$ cat src/rtl/spi_flash_responder.sv
// SPI flash slave emulator: oversampled mode-0 link serving Read Status (0x05) and Read Data (0x03).
// Define SPI_FLASH_RESP_JEDEC_EN to add JEDEC ID (0x9F) responses.
module spi_flash_responder #(
    parameter logic [23:0] JEDEC_ID = 24'hEF4016
) (
    input  logic        clk,
    input  logic        rst,
    input  logic        spi_clk,
    input  logic        spi_cs,
    input  logic        spi_di,
    output logic        spi_do,
    input  logic [7:0]  status_in,
    output logic [23:0] mem_addr,
    output logic        mem_rd,
    input  logic [7:0]  mem_data,
    output logic [7:0]  cmd_out,
    output logic        cmd_valid,
    output logic        busy
);

    typedef enum logic [2:0] {
        S_IDLE   = 3'd0,
        S_CMD    = 3'd1,
        S_STATUS = 3'd2,
        S_ADDR   = 3'd3,
        S_DATA   = 3'd4,
        S_IGNORE = 3'd5
`ifdef SPI_FLASH_RESP_JEDEC_EN
        , S_ID   = 3'd6
`endif
    } state_t;

    state_t      r_state;
    state_t      w_state_nxt;
    logic        r_sclk_p0, r_sclk_p1, r_sclk_p2;
    logic        r_cs_p0, r_cs_p1, r_cs_p2;
    logic        r_di_p0, r_di_p1;
    logic [4:0]  r_bitcnt;
    logic [22:0] r_shin;
    logic [7:0]  r_shout;
    logic [23:0] r_addr;
    logic        r_mem_rd, r_rd_p1;
    logic [7:0]  r_cmd_out;
    logic        r_cmd_valid;
    logic        r_spi_do;
    logic        w_busy, w_resp;
    logic        w_cs_hi, w_cs_fall, w_rise, w_fall, w_di, w_byte_end;
    logic [7:0]  w_opcode;
`ifdef SPI_FLASH_RESP_JEDEC_EN
    logic [1:0]  r_idx;

    function automatic logic [7:0] id_byte(input logic [1:0] idx);
        case (idx)
            2'd1:    return JEDEC_ID[15:8];
            2'd2:    return JEDEC_ID[7:0];
            default: return 8'hFF;
        endcase
    endfunction
`endif

    // Stage p0/p1: two-flop synchronisers on the asynchronous SPI pins
    always_ff @(posedge clk) begin
        r_sclk_p0 <= spi_clk;
        r_sclk_p1 <= r_sclk_p0;
        r_cs_p0   <= spi_cs;
        r_cs_p1   <= r_cs_p0;
        r_di_p0   <= spi_di;
        r_di_p1   <= r_di_p0;
    end

    // Stage p2: edge registers; CS held "low" in reset so a frame already in progress is never armed
    always_ff @(posedge clk) begin
        if (rst) begin
            r_sclk_p2 <= 1'b0;
            r_cs_p2   <= 1'b0;
        end else begin
            r_sclk_p2 <= r_sclk_p1;
            r_cs_p2   <= r_cs_p1;
        end
    end

    assign w_cs_hi    = r_cs_p1;
    assign w_cs_fall  = ~r_cs_p1 & r_cs_p2;
    assign w_rise     = r_sclk_p1 & ~r_sclk_p2;
    assign w_fall     = ~r_sclk_p1 & r_sclk_p2;
    assign w_di       = r_di_p1;
    assign w_byte_end = w_rise && (r_bitcnt == 5'd7);
    assign w_opcode   = {r_shin[6:0], w_di};

    always_ff @(posedge clk) begin
        if (rst) r_state <= S_IDLE;
        else     r_state <= w_state_nxt;
    end

    always_comb begin
        w_state_nxt = r_state;
        if (w_cs_hi) begin
            w_state_nxt = S_IDLE;
        end else begin
            case (r_state)
                S_IDLE: if (w_cs_fall) w_state_nxt = S_CMD;
                S_CMD: begin
                    if (w_byte_end) begin
                        case (w_opcode)
                            8'h05:   w_state_nxt = S_STATUS;
                            8'h03:   w_state_nxt = S_ADDR;
`ifdef SPI_FLASH_RESP_JEDEC_EN
                            8'h9F:   w_state_nxt = S_ID;
`endif
                            default: w_state_nxt = S_IGNORE;
                        endcase
                    end
                end
                S_ADDR: if (w_rise && (r_bitcnt == 5'd23)) w_state_nxt = S_DATA;
                default: ;
            endcase
        end
    end

    always_comb begin
        w_busy = (r_state != S_IDLE);
        w_resp = 1'b0;
        case (r_state)
            S_STATUS, S_DATA: w_resp = 1'b1;
`ifdef SPI_FLASH_RESP_JEDEC_EN
            S_ID:             w_resp = 1'b1;
`endif
            default:          w_resp = 1'b0;
        endcase
    end

    always_ff @(posedge clk) begin
        if (rst) begin
            r_spi_do    <= 1'b1;
            r_addr      <= 24'd0;
            r_mem_rd    <= 1'b0;
            r_rd_p1     <= 1'b0;
            r_cmd_out   <= 8'd0;
            r_cmd_valid <= 1'b0;
            r_bitcnt    <= 5'd0;
`ifdef SPI_FLASH_RESP_JEDEC_EN
            r_idx       <= 2'd0;
`endif
        end else begin
            r_mem_rd    <= 1'b0;
            r_cmd_valid <= 1'b0;
            r_rd_p1     <= r_mem_rd;
            if (w_cs_hi) begin
                r_spi_do <= 1'b1;
                r_bitcnt <= 5'd0;
            end else begin
                case (r_state)
                    S_CMD, S_ADDR: begin
                        if (w_rise) begin
                            r_shin   <= {r_shin[21:0], w_di};
                            r_bitcnt <= r_bitcnt + 5'd1;
                            if (r_state == S_CMD && r_bitcnt == 5'd7) begin
                                r_bitcnt    <= 5'd0;
                                r_cmd_out   <= w_opcode;
                                r_cmd_valid <= 1'b1;
                                r_shout     <= status_in;
`ifdef SPI_FLASH_RESP_JEDEC_EN
                                if (w_opcode == 8'h9F) begin
                                    r_shout <= JEDEC_ID[23:16];
                                    r_idx   <= 2'd1;
                                end
`endif
                            end
                            if (r_state == S_ADDR && r_bitcnt == 5'd23) begin
                                r_bitcnt <= 5'd0;
                                r_addr   <= {r_shin, w_di};
                                r_mem_rd <= 1'b1;
                            end
                        end
                    end
                    default: begin
                        if (w_resp) begin
                            if (w_fall) begin
                                r_spi_do <= r_shout[7];
                                r_shout  <= {r_shout[6:0], 1'b1};
                            end
                            if (w_rise) begin
                                r_bitcnt <= (r_bitcnt == 5'd7) ? 5'd0 : r_bitcnt + 5'd1;
                                // Byte boundary: the master has just sampled bit 0
                                if (r_bitcnt == 5'd7) begin
                                    if (r_state == S_STATUS) r_shout <= status_in;
                                    if (r_state == S_DATA) begin
                                        r_addr   <= r_addr + 24'd1;
                                        r_mem_rd <= 1'b1;
                                    end
`ifdef SPI_FLASH_RESP_JEDEC_EN
                                    if (r_state == S_ID) begin
                                        r_shout <= id_byte(r_idx);
                                        if (r_idx != 2'd3) r_idx <= r_idx + 2'd1;
                                    end
`endif
                                end
                            end
                        end else begin
                            r_bitcnt <= 5'd0;
                        end
                    end
                endcase
                if (r_rd_p1) r_shout <= mem_data;
            end
        end
    end

    assign spi_do    = r_spi_do;
    assign mem_addr  = r_addr;
    assign mem_rd    = r_mem_rd;
    assign cmd_out   = r_cmd_out;
    assign cmd_valid = r_cmd_valid;
    assign busy      = w_busy;

endmodule
$ cat config.mk
export PLATFORM = sky130hd
export DESIGN_NAME = spi_flash_responder
export DESIGN_NICKNAME = d
export VERILOG_FILES = /design/src/rtl/spi_flash_responder.sv
export SDC_FILE = /design/constraint.sdc
export NUM_CORES = 1
export LEC_CHECK = 0
export ABC_AREA = 1
export ABC_CLOCK_PERIOD_IN_PS = 5500
export CAP_MARGIN = 5
export CORE_MARGIN = 5
export CORE_UTILIZATION = 48
export DETAILED_ROUTE_END_ITERATION = 12
export HOLD_SLACK_MARGIN = 0.06
export PLACE_DENSITY = 0.71
export SETUP_SLACK_MARGIN = 0.3
export SLEW_MARGIN = 20
export SYNTH_ARGS = -nofsm -noshare
export SYNTH_HDL_FRONTEND = slang
export SYNTH_SLANG_ARGS = --single-unit
$ cat constraint.sdc
create_clock -name clk -period 5.5 [get_ports clk]
set_input_delay 1.1 -clock clk [delete_from_list [all_inputs] [get_ports clk]]
set_output_delay 1.1 -clock clk [all_outputs]
set_load 0.05 [all_outputs]
[Yosys cells after proc, flatten, opt, wreduce, memory -nomap -nowiden]
Cells that the tools add are included.
Operators by class
  eq/ne operators: 16
  bitwise logic cells: 9
  add/subtract/negate cells: 2
  reductions and logical operators: 22
  muxes and demuxes: 37
Operators with widths (number)
  $mux 24: 7
  $mux 8: 9
  $mux 5: 7
  $add 24x1->24 const B: 1
  $reduce_and 4->1: 3
  $ne 2x2->1 const B: 5
  $mux 1: 9
  $mux 3: 3
  $pmux 3 s3: 1
  $reduce_bool 3->1: 3
  $eq 8x2->1 const B: 1
  $eq 8x3->1 const B: 1
  $eq 3x2->1 const B: 2
  $ne 3x3->1 const B: 2
  $not 1->1: 6
  $pmux 3 s2: 1
  $reduce_and 6->1: 1
  $reduce_bool 2->1: 3
  $reduce_or 2->1: 3
  $add 5x1->5 const B: 1
  $eq 5x3->1 const B: 1
  $eq 5x5->1 const B: 1
  $reduce_and 5->1: 1
  $logic_and 1x1->1: 4
  other kinds (8): 10
Storage, ports and cells
  logic and storage cells: 104
  input port bits: 21
  output and inout port bits: 36
  flip-flop bits (word level): 83

[Longest topological paths before layout]
  depth in word-level cells: 9
  gate-level depth with buffers: 11
  mapped depth without buffers: 10

[Worst setup path before layout]
OpenSTA, ideal clock, no wires.
  path kind: input-to-reg
  start: input port rst
  end: register r_shout[0], enable pin
  library setup time: 0.374 ns
  cell stages on the path: 5
  arrival: 3.068 ns
  setup slack: 2.058 ns
  cell sequence: nor2_1 -> inv_1 -> nor3_2 -> inv_1 -> o21ai_1
Between the ends
  word-level cells in the longest chain between the ends: 2
Ends and longest elaborated chain
  start, declared: RTL line 7  | input logic rst,
  $not 1->1 (no source line)
  $reduce_and 5->1 (no source line)
  end signal, assigned: RTL line 161  | r_shout <= status_in;
  end signal, assigned: RTL line 180  | r_shout <= {r_shout[6:0], 1'b1};
  end signal, assigned: RTL line 186  | if (r_state == S_STATUS) r_shout <= status_in;
  end, declared: RTL line 40  | logic [7:0] r_shout;
Every way passes these cells.
A chain may end at the register's enable or synchronous reset.

[Worst setup path after layout]
  start: input port rst
  end: register r_shout[4], enable pin
The elaborated chain is that of the path after synthesis.

==> impl_metrics.csv <==
group,metric,value,unit
run_status,status,"finished clean",
layout,layout_commonest_cell,"nand2_1",
setup_path,criticalPathCategory,"input pin to flop",
drt,vias,3852,
worst_hold_path,min-delay-path-class,"flop to flop",
setup_path,worstPathMaxFanout,21,
setup_path,startpoint_type,"input pin",
global_route,overflow,0,
worst_hold_path,whs_endpoint,"r_cs_p1",
drt,avgViaCountPerCell,5.28,
global_route,grt_pass1_wl,16400,um
clocking,cts_buffers,9,
sta,rsz0062_at_grt,"no",
worst_hold_path,whs_path_depth,0,
sta,tightestPinTransition,815,ps
synthesis,yosys-mux-area-fraction,0.240,%
drt,ant_nets,0,
synthesis,ys_ff_latch,83,
synthesis,yosys.area.top_type_share,24.9,%
synthesis,syn_nets,587,
global_route,antenna_found_initial,0,
setup_path,critical_path_required,5490,ps
setup_path,reg2reg_from,"r_state[1]",
layout,register_area,1970,um2
worst_hold_path,min_from,"r_cs_p0",
synthesis,synth-compound-area-share,12.1,%
sta,clock_skew,17.6,ps
drt,wirelength,9960,um
layout,drive_above_1_share,7.56,%
synthesis,synthAdderAreaFrac,0.600,%
layout,antennaDiodeCount,0,
power_and_ir_drop,total_power,1.16,mW
floorplanning,fp.dieArea,10700,um2
drt,drc,0,
synthesis,avgSynthCellArea,7.40,um2
sta,slew_headroom,45.6,%
placed_design,dp_hpwl,7130,um
layout,nets,641,
placed_design,io_buffers,56,
layout,layout_common_cells,"nand2_1, nor2_1, clkdlybuf4s50_1",
clocking,clock_sinks,83,
sta,tns,0,ps
setup_path,crit_arrival,3130,ps
layout,fillCellCount,813,
global_route,grt_pass1_vias,3504,
sta,fmax,318,MHz
flow_run,cap_viol_max_count,0,
synthesis,synth-simple-area-share,31.4,%
drt,drt-initial-drc-count,255,
synthesis,synth.distinct_cells,34,
floorplanning,chipWidth,103,um
sta,setup_violations,0,
clocking,hold_buffers,0,
floorplanning,start_util,48.6,%
global_route,grt_use_total,19.4,%
synthesis,synth_top_family_by_area,"simple AND/OR/NAND/NOR gates",
setup_path,rr_worst_depth,9,
sta,holdWs,329,ps
floorplanning,rows,34,
drt,firstDrtPassIters,5,
synthesis,synth_xor_area_share,0.839,%
synthesis,synthesis.area,4170,um2
global_route,grt_max_degree,48,
setup_path,r2r_end,"mem_addr[1]",
setup_path,reg2reg_slack,2930,ps
setup_path,startpoint,"rst",
synthesis,syn_inst,564,
power_and_ir_drop,peakVddDrop,0.161,mV
sta,min_period,3150,ps
sta,slew_violations,0,
sta,hold_violations,0,
clocking,path_clk_slew,80,ps
clocking,post-cts-setup-buffer-count,0,
clocking,cts-root-buf,"clkbuf_8",
clocking,h-tree-depth,3,
floorplanning,pin_count,57,
power_and_ir_drop,p_per_area,232,nW/um2
placed_design,gp_congestion,0.906,
clocking,insertion_delay,350,ps
synthesis,synth-seq-area-share,47.2,%
clocking,ctsResizeCount,0,
layout,syn_to_final_growth,19.6,%
clocking,clockBufferDepth,2,
clocking,cts_tree,"built",
synthesis,synth_area_leaders,"dfxtp_1, edfxtp_1, nand2_1, nor2_1, nand3_1",
sta,period_share,57.2,%
floorplanning,dieHeight,103,um
synthesis,yosys_warnings,0,
power_and_ir_drop,p_leak,1.83,nW
floorplanning,coreArea,8590,um2
layout,multiInputGateArea,1890,um2
drt,wire_per_inst,13.6,um
synthesis,synth_area_leader_cell,"dfxtp_1",
setup_path,critPathCaptureType,"flop",
[report_power, final]
part,switching [mW],internal [mW]
Combinational,0.0352,0.0257
Clock,0.220,0.237
Sequential,0.00341,0.638
Total,0.259,0.900
[logic make-up (layout without fill, tap and decap cells)]
logic type	count (synthesis)	after routing
xor gates and xnor gates	4	4
muxes	1	1
DFF	83	83
and+or+nand+nor	303	303
buffers and inverters	73	131
AOI/OAI and AO/OA	98	98
adders and majority gates	2	2
[synth_stat cells]
library cell and n:
a31oi_1 3, dfxtp_1 52, edfxtp_1 31, inv_1 47, o21ai_1 24, nand3_2 2
o21ai_0 31, inv_4 1, nand3b_1 5, o21ai_2 2, buf_2 5, nand2_1 140
clkinv_1 1, nand3_1 42, nand4_1 6, nor2_1 86, o211ai_1 1, buf_4 3
and2_1 2, nand2_2 3, xor2_1 4, nor2_4 1, nand2_4 2, nor3_1 2
a21oi_1 37, buf_1 1, nor3_2 2, mux2i_1 1, nor2_2 2, clkbuf_1 3
or2_2 8, inv_2 9, ha_1 2, buf_6 3
[critical path: stages]
cell and delay, ps:
clkdlybuf4s50_1 390, buf_4 220, nor2_1 310, inv_1 230
nor3_2 240, inv_1 80, o21ai_1 550
[sequential cells by signal (all words and copies together), names as in the netlist]
| signal | cells |
|---|---|
| spi_do | 1 |
| cmd_valid | 1 |
| r_sclk_p2 | 1 |
| r_shin | 23 |
| r_cs_p2 | 1 |
| r_rd_p1 | 1 |
| r_shout | 8 |
| mem_addr | 24 |
| r_state | 3 |
| r_di_p0 | 1 |
| cmd_out | 8 |
| r_cs_p1 | 1 |
| r_sclk_p0 | 1 |
| r_di_p1 | 1 |
| r_cs_p0 | 1 |
| r_sclk_p1 | 1 |
| r_bitcnt | 5 |
| mem_rd | 1 |
[worst max-delay path by stage]
stage,to,slack (ps),depth (start not counted)
5_1_grt,r_shout[4],2240,7
4_1_cts,r_shout[0],2370,7
3_3_place_gp,r_shout[2],2130,7
6_report,r_shout[4],2350,7
3_5_place_dp,r_shout[1],2010,7
2_1_floorplan,r_shout[0],2060,5
[final cells by class]
cell class / instances / area share [%]
Clock buffer: 12 / 3.13
Clock inverter: 3 / 0.928
Inverter: 58 / 4.41
Multi-Input combinational cell: 408 / 37.8
Sequential cell: 83 / 39.5
Tap cell: 108 / 2.71
Timing Repair Buffer: 58 / 11.5
[stage by stage]
stage	setup slack (ps)	instance area [um2]	cells	util, %
finish	2350	4990	730	58.1
global route	2240	4990	730	58.1
CTS	2370	4990	730	58.1
detailed placement	2010	4790	715	55.7
global placement	2130	4790	715	55.7
floorplan	2060	4170	564	-
[metal layers]
layer | up-vias | part of all wire (%) | GRT usage, %
met4 | 0 | 1.2 | 5.88
li1 | 1947 | - | -
met2 | 112 | 47 | 31.9
met3 | 12 | 5.6 | 3.82
met1 | 1781 | 47 | 26.0
met5 | - | 0 | 0
Power figures use the tool's default switching activity.
